## src/rtl/product_accumulator.sv

```systemverilog
`default_nettype none
// product_accumulator: sums a programmed number of multiplier products into a
// saturating accumulator and presents the total on a held valid/ready output. Rev 1.0
module product_accumulator #(
  parameter int N     = 8,
  parameter int ACC_W = 24,
  parameter int CNT_W = 8
) (
  input  logic               clk,
  input  logic               rst,
  input  logic               start,
  input  logic [CNT_W-1:0]   num_terms,
  input  logic [2*N-1:0]     prod,
  input  logic               prod_valid,
  output logic               prod_ready,
  output logic [ACC_W-1:0]   acc,
  output logic               acc_valid,
  input  logic               acc_ready,
  output logic               overflow,
  output logic               busy
);

  generate
    if (ACC_W < 2*N) begin : g_width_check
      $error("product_accumulator: ACC_W must be >= 2*N");
    end
  endgenerate

  typedef enum logic [1:0] {
    IDLE  = 2'd0,
    ACCUM = 2'd1,
    HOLD  = 2'd2
  } state_t;

  state_t           state;
  state_t           next_state;
  logic [CNT_W-1:0] remaining;
  logic [ACC_W:0]   sum;
  logic             transfer;

  // One extra bit of headroom so the carry-out flags saturation.
  assign sum      = {1'b0, acc} + {{(ACC_W+1-2*N){1'b0}}, prod};
  assign transfer = prod_valid && (state == ACCUM);

  assign prod_ready = (state == ACCUM);
  assign acc_valid  = (state == HOLD);
  assign busy       = (state != IDLE);

  always_comb begin
    next_state = state;
    case (state)
      IDLE: begin
        if (start) begin
          next_state = (num_terms == '0) ? HOLD : ACCUM;
        end
      end
      ACCUM: begin
        if (transfer && (remaining == CNT_W'(1))) begin
          next_state = HOLD;
        end
      end
      HOLD: begin
        if (acc_ready) begin
          next_state = IDLE;
        end
      end
      default: next_state = IDLE;
    endcase
  end

  always_ff @(posedge clk) begin
    if (rst) begin
      state     <= IDLE;
      acc       <= '0;
      remaining <= '0;
      overflow  <= 1'b0;
    end else begin
      state <= next_state;
      if ((state == IDLE) && start) begin
        acc       <= '0;
        overflow  <= 1'b0;
        remaining <= num_terms;
      end else if (transfer) begin
        remaining <= remaining - CNT_W'(1);
        if (sum[ACC_W]) begin
          acc      <= {ACC_W{1'b1}};
          overflow <= 1'b1;
        end else begin
          acc <= sum[ACC_W-1:0];
        end
      end
    end
  end

endmodule
`default_nettype wire

```

## config.mk

```make
export PLATFORM = sky130hd
export DESIGN_NAME = product_accumulator
export DESIGN_NICKNAME = d
export VERILOG_FILES = /design/src/rtl/product_accumulator.sv
export SDC_FILE = /design/constraint.sdc
export NUM_CORES = 1
export LEC_CHECK = 0
export ABC_AREA = 1
export CAP_MARGIN = 20
export CORE_MARGIN = 3
export CORE_UTILIZATION = 25
export CTS_BUF_LIST = sky130_fd_sc_hd__clkbuf_2
export DETAILED_ROUTE_END_ITERATION = 10
export HOLD_SLACK_MARGIN = 0.1
export MAX_ROUTING_LAYER = met4
export PLACE_DENSITY_LB_ADDON = 0.08
export SLEW_MARGIN = 20
export SYNTH_ARGS = -nofsm -noshare
export SYNTH_HDL_FRONTEND = slang
export SYNTH_SLANG_ARGS = --single-unit
```

## constraint.sdc

```tcl
create_clock -name clk -period 2.02 [get_ports clk]
set_input_delay 0.404 -clock clk [delete_from_list [all_inputs] [get_ports clk]]
set_output_delay 0.404 -clock clk [all_outputs]
set_load 0.05 [all_outputs]
```

==> results of run 1 <==
## flip-flops by register name (all words and copies together) (netlist names)
| register | flops |
|---|---|
| acc | 24 |
| overflow | 1 |
| remaining | 8 |
| state | 2 |
## Yosys cell counts, types with 2 or more instances
cell        n
nand2_1   123
nor2_1     71
inv_1      65
dfxtp_1    35
a21oi_1    29
nand3_1    21
o21ai_0    21
ha_1       18
xnor2_1     9
o21bai_1    8
xor2_1      7
a31oi_1     6
nor3_1      5
buf_2       3
nand2_2     3
nor2_4      3
inv_2       2
nand3b_1    2
nand4_1     2
nor3_2      2
## per-layer routing
metal,GRT usage [%],wire length [um]
met1,21.3,4650
met2,22.6,3970
met3,2.05,270
met4,3.37,129
met5,-,0
## power groups by stage
| stage | combinational (mW) | clock, mW | sequential (mW) |
|---|---|---|---|
| 2_1_floorplan | 0.648 | 0 | 0.923 |
| 5_1_grt | 1.38 | 0.410 | 0.834 |
| 4_1_cts | 1.18 | 0.393 | 0.815 |
| 6_report | 1.24 | 0.368 | 0.820 |
| 3_5_place_dp | 1.19 | 0 | 0.830 |
| 3_3_place_gp | 1.20 | 0 | 0.829 |
## placed cells by master, fill, tap and decap left out, drive strengths merged, types with 18 or more instances in the layout
master and n:
nand2 127, o21ai 23, a21oi 29, buf 59, clkdlybuf4s50 27, nand3 23, inv 68, ha 18
dfxtp 35, nor2 76
## through the flow
step / power, mW / cell area [um2] / setup slack (ps)
finish: 2.43 / 4130 / 74.0
global route: 2.62 / 4130 / -40.5
CTS: 2.39 / 3910 / 5.64
detailed placement: 2.02 / 3890 / -420
global placement: 2.03 / 3890 / -396
floorplan: 1.57 / 2830 / 6.15
## area by class of cell
cell class                      count  area [um2]  share of cell area, %
Timing Repair Buffer              106         928                   22.5
Inverter                           68         258                   6.24
Clock buffer                        6        30.0                  0.727
Sequential cell                    35         706                   17.1
Multi-Input combinational cell    346        2020                   49.0
Tap cell                          140         175                   4.24
Clock inverter                      2        12.5                  0.303
## final timing paths
path,startpoint,endpoint
hold reg to reg,overflow,overflow
hold / removal,prod[0],acc[0]
setup / recovery,prod[5],acc[17]
setup reg to reg,acc[0],acc[8]
## critical path, stage by stage
cell,delay (ps)
clkdlybuf4s50_1,410
ha_1,340
buf_4,160
nand2_1,70
nor2_1,40
buf_4,140
nand3_1,90
nand3_1,170
nand2_1,100
nand2_1,80
nand3_1,80
nand2_1,50
nor2_1,80
nor2_1,40
## cells by family after synthesis
family          count (synthesis)  share of synthesized area, %
compound gates                 69                          13.7
fa+ha+maj                      19                          8.67
xor+xnor                       16                          4.96
simple gates                  242                          37.6
buf+inv                        74                          10.4
flops                          35                          24.8
## what timing repair did
action                                  4_1_cts  5_1_grt
resized for setup                            17       48
setup buffers                                 0        3
endpoints found under the hold margin         0        0
pin swaps                                     0        7
endpoints found under the setup margin       17       26
cloned                                        0        0
==> qor.yml, run 1 <==
grt:
  grt_pass1_wl_um: 15000
  antenna_found_initial: 0
  overflow: 0
  grtUsageTotal_pct: 15.0
  grt_pass1_vias: 3035
  grt_max_degree: 19
worst_hold_path:
  holdCritPathClass: "input pin to flop"
  hold_path_depth: 4
floorplanning:
  rows: 38
  start_util_pct: 25.9
  ios: 57
  die_h_um: 112
  die_area_um2: 12600
  die_w_um: 112
  core_area_um2: 10900
clock_tree:
  clock_path_buffers: 2
  cts_tree: "yes"
  clock-sinks: 35
  cts_made_buffers: 5
  cts_max_level: 2
  cts_hold_buf: 0
  cts-root-buf: "clkbuf_2"
  path_clk_slew_ps: 210
  clk_latency_ps: 390
finish:
  n_fill_cell: 1232
  area_delta_synth_final_pct: 46.2
  drive_gt1_share_pct: 22.4
  utilization_pct: 37.8
  nNetsFinal: 610
  fin_cells: 703
  diodes: 0
yosys:
  synth_seq_area_share_pct: 24.8
  syn_avg_cell_area_um2: 6.21
  synth_ff_type: "dfxtp_1"
  synthDistinctLibCells: 40
  netlist_area_um2: 2830
  synth_edf_count: 0
  synth_top_area_share_pct: 24.8
  synth_largest_area_cell: "dfxtp_1"
  async_reset_ff_share_pct: 0
  synthTopCellsByArea: "dfxtp_1, nand2_1, nor2_1"
  ys_ff_latch: 35
  postSynthCellCount: 455
  synth.net_count: 503
  yosys_warnings: 0
sta:
  finalSetupViolCount: 0
  slew-limit-headroom_pct: 66.3
  fin_hold_ws_ps: 383
  hold_violations: 0
  fmax_ghz: 0.514
  fin_crit_ps: 1950
  tns_ps: 0
  worst_slew_pin_slew_ps: 505
  maxSlewViolCount: 0
  fin_skew_ps: 5.83
  finalCritPeriodShare_pct: 96.3
  rsz0062_at_grt: "true"
worst_setup_path:
  critPathKind: "input pin to flop"
  crit_fanout: 4
  reg2regPathDepth: 11
  crit_required_ps: 2330
  critical_path.startpoint_type: "input pin"
  rrSetupSlack_ps: 140
  cp-end-kind: "flop"
  cp_data_arrival_time_ps: 2250
pwr:
  pwr-share-comb_pct: 51.1
  power.leakage_nw: 2.01
  p_clk_share_pct: 15.1
  pwr_density_cell_nw_per_um2: 588
  p_sw_mw: 1.06
  switching_share_pct: 43.8
  peakVddDrop_v: 0.000220
  power_frac_seq_pct: 33.7
  intPower_mw: 1.37
drt:
  drt_iter0_drc: 179
  wire_per_inst_um: 12.8
  first_pass_iters: 4
  route.detailed.drc: 0
  drt_wl_total_um: 9020
  ant_nets: 0
  vias_per_cell: 4.42
  num_vias: 3104
outcome:
  status: "finished clean"
placed_design:
  place_inst: 692
  numPortBuffers: 56
  hpwl_um: 7180
  gp_congestion: 0.857
flow_run:
  maxCapViolCount: 0
Note: power is estimated with default switching activity, not from simulation.
==> run 2: changes to the inputs <==
CAP_MARGIN = unset   (was 20)
SETUP_SLACK_MARGIN = 0.3   (was unset)
==> qor.yml, run 2 (synthesized netlist as in run 1, its figures left out) <==
worst_setup_path:
  cpMaxStageDelayCell: "clkdlybuf4s50_1"
  critPathKind: "input pin to flop"
  crit_buf_inv: 4  # +1
  cp-end-kind: "flop"
  path_cells: "clkdlybuf4s50_1, ha_4, buf_4, nand2_2, inv_1, nand2_1, nor2_1, buf_4, a21oi_2, xnor2_2, nor2_4, nor2_1"
  crit_required_ps: 2360  # +30 ps
  cp_data_arrival_time_ps: 2250  # about the same
  r2r-start: "acc[0]"
  critical_path.startpoint_type: "input pin"
  crit_family: "buffers and inverters"
  crit_fanout: 3  # -1
  slowest_delay_ps: 510  # +100 ps
  startpoint: "prod[5]"
flow_run:
  maxCapViolCount: 0  # unchanged
clock_tree:
  clock-sinks: 35  # unchanged
  cts_tree: "yes"
  cts_made_buffers: 5  # unchanged
  clock_path_buffers: 2  # unchanged
  path_clk_slew_ps: 180  # -30 ps
  clk_latency_ps: 410  # +20 ps
  cts-root-buf: "clkbuf_2"
  cts_hold_buf: 0  # unchanged
  cts_max_level: 2  # unchanged
placed_design:
  hpwl_um: 7080  # -1.5%
  dp_slack_ps: -445  # -25.2 ps
  gp_congestion: 0.829  # -3.3%
  numPortBuffers: 56  # unchanged
  postPlaceCellArea_um2: 3910  # +0.48%
floorplanning:
  core_area_um2: 10900  # unchanged
  rows: 38  # unchanged
  die_w_um: 112  # unchanged
  die_area_um2: 12600  # unchanged
  start_util_pct: 25.9  # unchanged
  ios: 57  # unchanged
  die_h_um: 112  # unchanged
finish:
  final_cell_area_um2: 4420  # +6.9%
  top_register: "acc"
  diodes: 0  # unchanged
  layout_commonest_cell: "nand2_1"
  mostFrequentLayoutCells: "nand2_1, inv_1, buf_4"
  nNetsFinal: 611  # +0.16%
  utilization_pct: 40.4  # +2.6 points
  drive_gt1_share_pct: 35.1  # +13 points
  top_regs: "acc x24, remaining x8, state x2"
  largest_register_ffs: 24  # unchanged
  area_delta_synth_final_pct: 56.3
drt:
  drt_wl_total_um: 8970  # -0.58%
  first_pass_iters: 4  # unchanged
  ant_nets: 0  # unchanged
  vias_per_cell: 4.48  # +1.6%
  num_vias: 3157  # +1.7%
  drt_iter0_drc: 100  # -44%
  route.detailed.drc: 0  # unchanged
  wire_per_inst_um: 12.7  # -0.72%
sta:
  finalWorstSetupSlack_ps: 110  # +36.4 ps
  fmax_ghz: 0.524  # +1.9%
  fin_skew_ps: 24.4  # +18.6 ps
  finalSetupViolCount: 0  # unchanged
  fin_crit_ps: 1910  # -36.4 ps
  worst_slew_pin_slew_ps: 485  # -19.6 ps
  finalCritPeriodShare_pct: 94.5  # -1.8 points
  hold_violations: 0  # unchanged
  slew-limit-headroom_pct: 67.8  # +1.5 points
  rsz0062_at_grt: "true"
  maxSlewViolCount: 0  # unchanged
grt:
  grt_pass1_wl_um: 14700  # -1.9%
  grtUsageTotal_pct: 14.8  # -0.19 points
  grt_pass1_vias: 3120  # +2.8%
  antenna_found_initial: 0  # unchanged
  overflow: 0  # unchanged
  grt_max_degree: 19  # unchanged
pwr:
  pwr_density_cell_nw_per_um2: 571  # -2.9%
  report.power.total_mw: 2.52  # +3.8%
  peakVddDrop_v: 0.000263  # +19%
  power.leakage_nw: 1.96  # -2.4%
outcome:
  status: "finished clean"
worst_hold_path:
  min_from: "overflow"
  holdCritPathClass: "flop to flop"
-- run 2: cell types whose count changed in the layout (fill, tap and decap cells not counted), sizes merged --
cell	change
clkinvlp	-1
dlymetal6s2s	-3
dlygate4sd2	-14
clkbuf	+3
clkdlybuf4s50	-1
clkdlybuf4s15	+17
-- run 2: tightest hold or removal path, delay by kind of cell, from the launching register on --
family                 cells  cell delay, ps
DFF                        1             340
buffers and inverters      1              60
AOI/OAI and AO/OA          1              50
-- run 2: through the flow --
step           cells  hold WS (ps)  TNS, ps
2_1_floorplan    455           459        0
6_report         704           480        0
4_1_cts          702           423        0
3_3_place_gp     690           445    -9250
3_5_place_dp     690           447    -9720
5_1_grt          704           453        0
-- run 2: worst paths after layout --
check	cells past startpoint	slack [ps]	to
worst max-delay path	12	110	acc[11]
worst min-delay path	2	480	overflow
worst max register to register	11	140	acc[4]
worst min register to register	2	480	overflow
-- run 2: timing repair --
item	CTS	global route
cloned	0	0
resized for setup	83	75
pin swaps	11	9
buffers inserted	4	2
endpoints found under the setup margin	47	31
-- run 2: power by group --
group	internal, mW	switching [mW]
Sequential	0.764	0.0669
Combinational	0.568	0.770
Clock	0.0944	0.261
-- run 2: cell type report --
type	instances	area [um2]
fill	1209	6520
multi-input combinational	346	2260
timing repair buffer	107	952
sequential	35	728
inverter	68	260
tap	140	175
clock buffer	7	35.0
clock inverter	1	5.00
-- run 2: metal layers --
layer	up-vias	share of wire, %	track usage, %
li1	1654	-	-
met1	1439	51	19.9
met2	56	45	23.0
met3	8	3.5	2.64
met4	0	1.1	3.77
met5	-	0	-
==> run 3: changes to the inputs <==
CORE_MARGIN = 4   (was 3)
==> qor.yml, run 3 (synthesized netlist as in run 1, its figures left out) <==
grt:
  grt_pass1_wl_um: 15300  # +4.2%
  antenna_found_initial: 0  # unchanged
  grt_max_degree: 19  # unchanged
  grtUsageTotal_pct: 15.1  # +0.37 points
  overflow: 0  # unchanged
  grt_pass1_vias: 3159  # +1.3%
finish:
  largest_register_ffs: 24  # unchanged
  n_fill_cell: 1212  # +0.25%
  top_register: "acc"
  drive_gt1_share_pct: 35.6  # +0.50 points
  area_delta_synth_final_pct: 58.8
  utilization_pct: 41.1  # +0.65 points
  top_regs: "acc x24, remaining x8, state x2"
  layout_commonest_cell: "nand2_1"
  mostFrequentLayoutCells: "nand2_1, inv_1, buf_4"
  diodes: 0  # unchanged
  final_cell_area_um2: 4490  # +1.6%
  nNetsFinal: 620  # +1.5%
sta:
  rsz0062_at_grt: "true"
  worst_slew_pin_slew_ps: 286  # -199 ps
  hold_violations: 0  # unchanged
  maxSlewViolCount: 0  # unchanged
  fin_skew_ps: 12.4  # -12.0 ps
  finalCritPeriodShare_pct: 93.5  # -1.0 points
  fmax_ghz: 0.529  # +1.1%
  finalSetupViolCount: 0  # unchanged
  fin_crit_ps: 1890  # -20.8 ps
  slew-limit-headroom_pct: 80.8  # +13 points
  finalWorstSetupSlack_ps: 131  # +20.8 ps
worst_setup_path:
  crit_top_cell: "buf_4"
  r2r-end: "acc[6]"
  r2r-start: "acc[0]"
  critPathKind: "input pin to flop"
  cp_data_arrival_time_ps: 2280  # +30 ps
  slowest_delay_ps: 460  # -50 ps
  path_cells: "clkdlybuf4s50_1, ha_4, nand2_2, nor2_2, nor2_4, buf_4, buf_4, o21ai_4, buf_4, xor2_2, nor2_2, nor2_1"
  crit_fanout: 4  # +1
  crit_required_ps: 2410  # +50 ps
  cp-end-kind: "flop"
  critical_path.startpoint_type: "input pin"
  reg2regPathDepth: 12  # +1
  rrSetupSlack_ps: 140  # about the same
  cpMaxStageDelayCell: "clkdlybuf4s50_1"
worst_hold_path:
  hold_path_depth: 4  # +2
  holdCritPathClass: "input pin to flop"
  hold_end: "acc[0]"
  min_from: "prod[0]"
drt:
  ant_nets: 0  # unchanged
  num_vias: 3197  # +1.3%
  drt_iter0_drc: 140  # +40%
  wire_per_inst_um: 13.2  # +3.4%
  vias_per_cell: 4.48  # about the same
  first_pass_iters: 4  # unchanged
  route.detailed.drc: 0  # unchanged
  drt_wl_total_um: 9390  # +4.7%
clock_tree:
  cts_hold_buf: 0  # unchanged
  cts_max_level: 2  # unchanged
  cts_tree: "yes"
  clock-sinks: 35  # unchanged
  cts-root-buf: "clkbuf_2"
  cts_made_buffers: 5  # unchanged
  clk_latency_ps: 430  # +20 ps
  clock_path_buffers: 2  # unchanged
  path_clk_slew_ps: 200  # +20 ps
placed_design:
  dp_slack_ps: -453  # -7.81 ps
  gp_congestion: 0.816  # -1.5%
  hpwl_um: 7210  # +1.9%
  numPortBuffers: 56  # unchanged
  postPlaceCellArea_um2: 3920  # +0.38%
pwr:
  pwr-share-comb_pct: 53.3  # +0.3 points
  peakVddDrop_v: 0.000228  # -13%
  power_frac_seq_pct: 32.3  # -0.6 points
  p_clk_share_pct: 14.4  # +0.3 points
  pwr_density_cell_nw_per_um2: 574  # +0.54%
  p_sw_mw: 1.12  # +2.5%
  switching_share_pct: 43.6  # +0.12 points
  intPower_mw: 1.45  # +1.9%
  power.leakage_nw: 2.02  # +3.0%
outcome:
  status: "finished clean"
floorplanning:
  rows: 38  # unchanged
  die_w_um: 114  # +1.8%
  core_area_um2: 10900  # unchanged
  start_util_pct: 25.9  # unchanged
  die_area_um2: 13100  # +3.6%
  ios: 57  # unchanged
  die_h_um: 114  # +1.8%
flow_run:
  maxCapViolCount: 0  # unchanged
-- run 3: changes by cell type in the layout (fill, tap and decap cells not counted), moves of 4 or more --
cell / before / now
a21oi_2: 13 / 8
nand3_1: 13 / 17
a21oi_1: 16 / 21
nor2_2: 13 / 17
buf_6: 3 / 7
nor2_4: 10 / 6
buf_4: 54 / 59
clkdlybuf4s50_1: 26 / 22
-- run 3: layout make-up --
class	instances	area, um2	area share (%)
Tap cell	140	175	3.90
Inverter	68	262	5.82
Sequential cell	35	732	16.3
Clock inverter	1	5.00	0.111
Timing Repair Buffer	116	1030	22.9
Clock buffer	7	35.0	0.780
Multi-Input combinational cell	346	2250	50.2
-- run 3: repair_timing --
| action | in CTS | in global routing |
|---|---|---|
| setup buffers | 9 | 4 |
| endpoints found under the hold margin | 0 | 0 |
| cloned | 0 | 0 |
| pin swaps | 23 | 13 |
| gates resized for setup | 108 | 58 |
| setup endpoints to repair | 47 | 32 |
-- run 3: power groups by stage --
stage                     registers (mW)  clock network, mW  logic (mW)
after floorplan                    0.930                  0       0.650
after global placement             0.834                  0        1.20
after detailed placement           0.834                  0        1.20
after CTS                          0.829              0.405        1.31
after global routing               0.842              0.424        1.52
final                              0.832              0.372        1.38
-- run 3: layer usage --
metal | track usage [%] | wire (um) | share of wire (%) | vias up
li1 | - | - | - | 1672
met1 | 20.6 | 4720 | 50 | 1462
met2 | 23.2 | 4190 | 45 | 55
met3 | 2.75 | 381 | 4.1 | 8
met4 | 3.88 | 97 | 1.0 | 0
met5 | - | 0 | 0 | -
-- run 3: worst max-delay path by stage --
| stage | slack (ps) | from | to |
|---|---|---|---|
| final | 130 | prod[3] | acc[6] |
| after global placement | -450 | prod[0] | acc[14] |
| after detailed placement | -450 | prod[0] | acc[14] |
| after floorplan | 150 | acc[0] | acc[1] |
| after CTS | 90 | acc[0] | acc[20] |
| after global routing | -0.4 | acc[0] | acc[23] |
-- run 3: worst max-delay path, delay by kind of cell --
family                     cells  cell delay (ps)
AOI/OAI and AO/OA              1              170
buffers and inverters          4              870
and+or+nand+nor                5              380
adders and majority gates      1              310
xor gates and xnor gates       1              150
-- run 3: metrics by stage --
step                      setup TNS, ps  cells  power (mW)  hold WS (ps)
final                                 0    713        2.58           462
after global routing             -0.445    713        2.78           439
after CTS                             0    709        2.55           412
after detailed placement          -9550    692        2.03           443
after global placement            -8750    692        2.03           446
after floorplan                       0    455        1.58           459
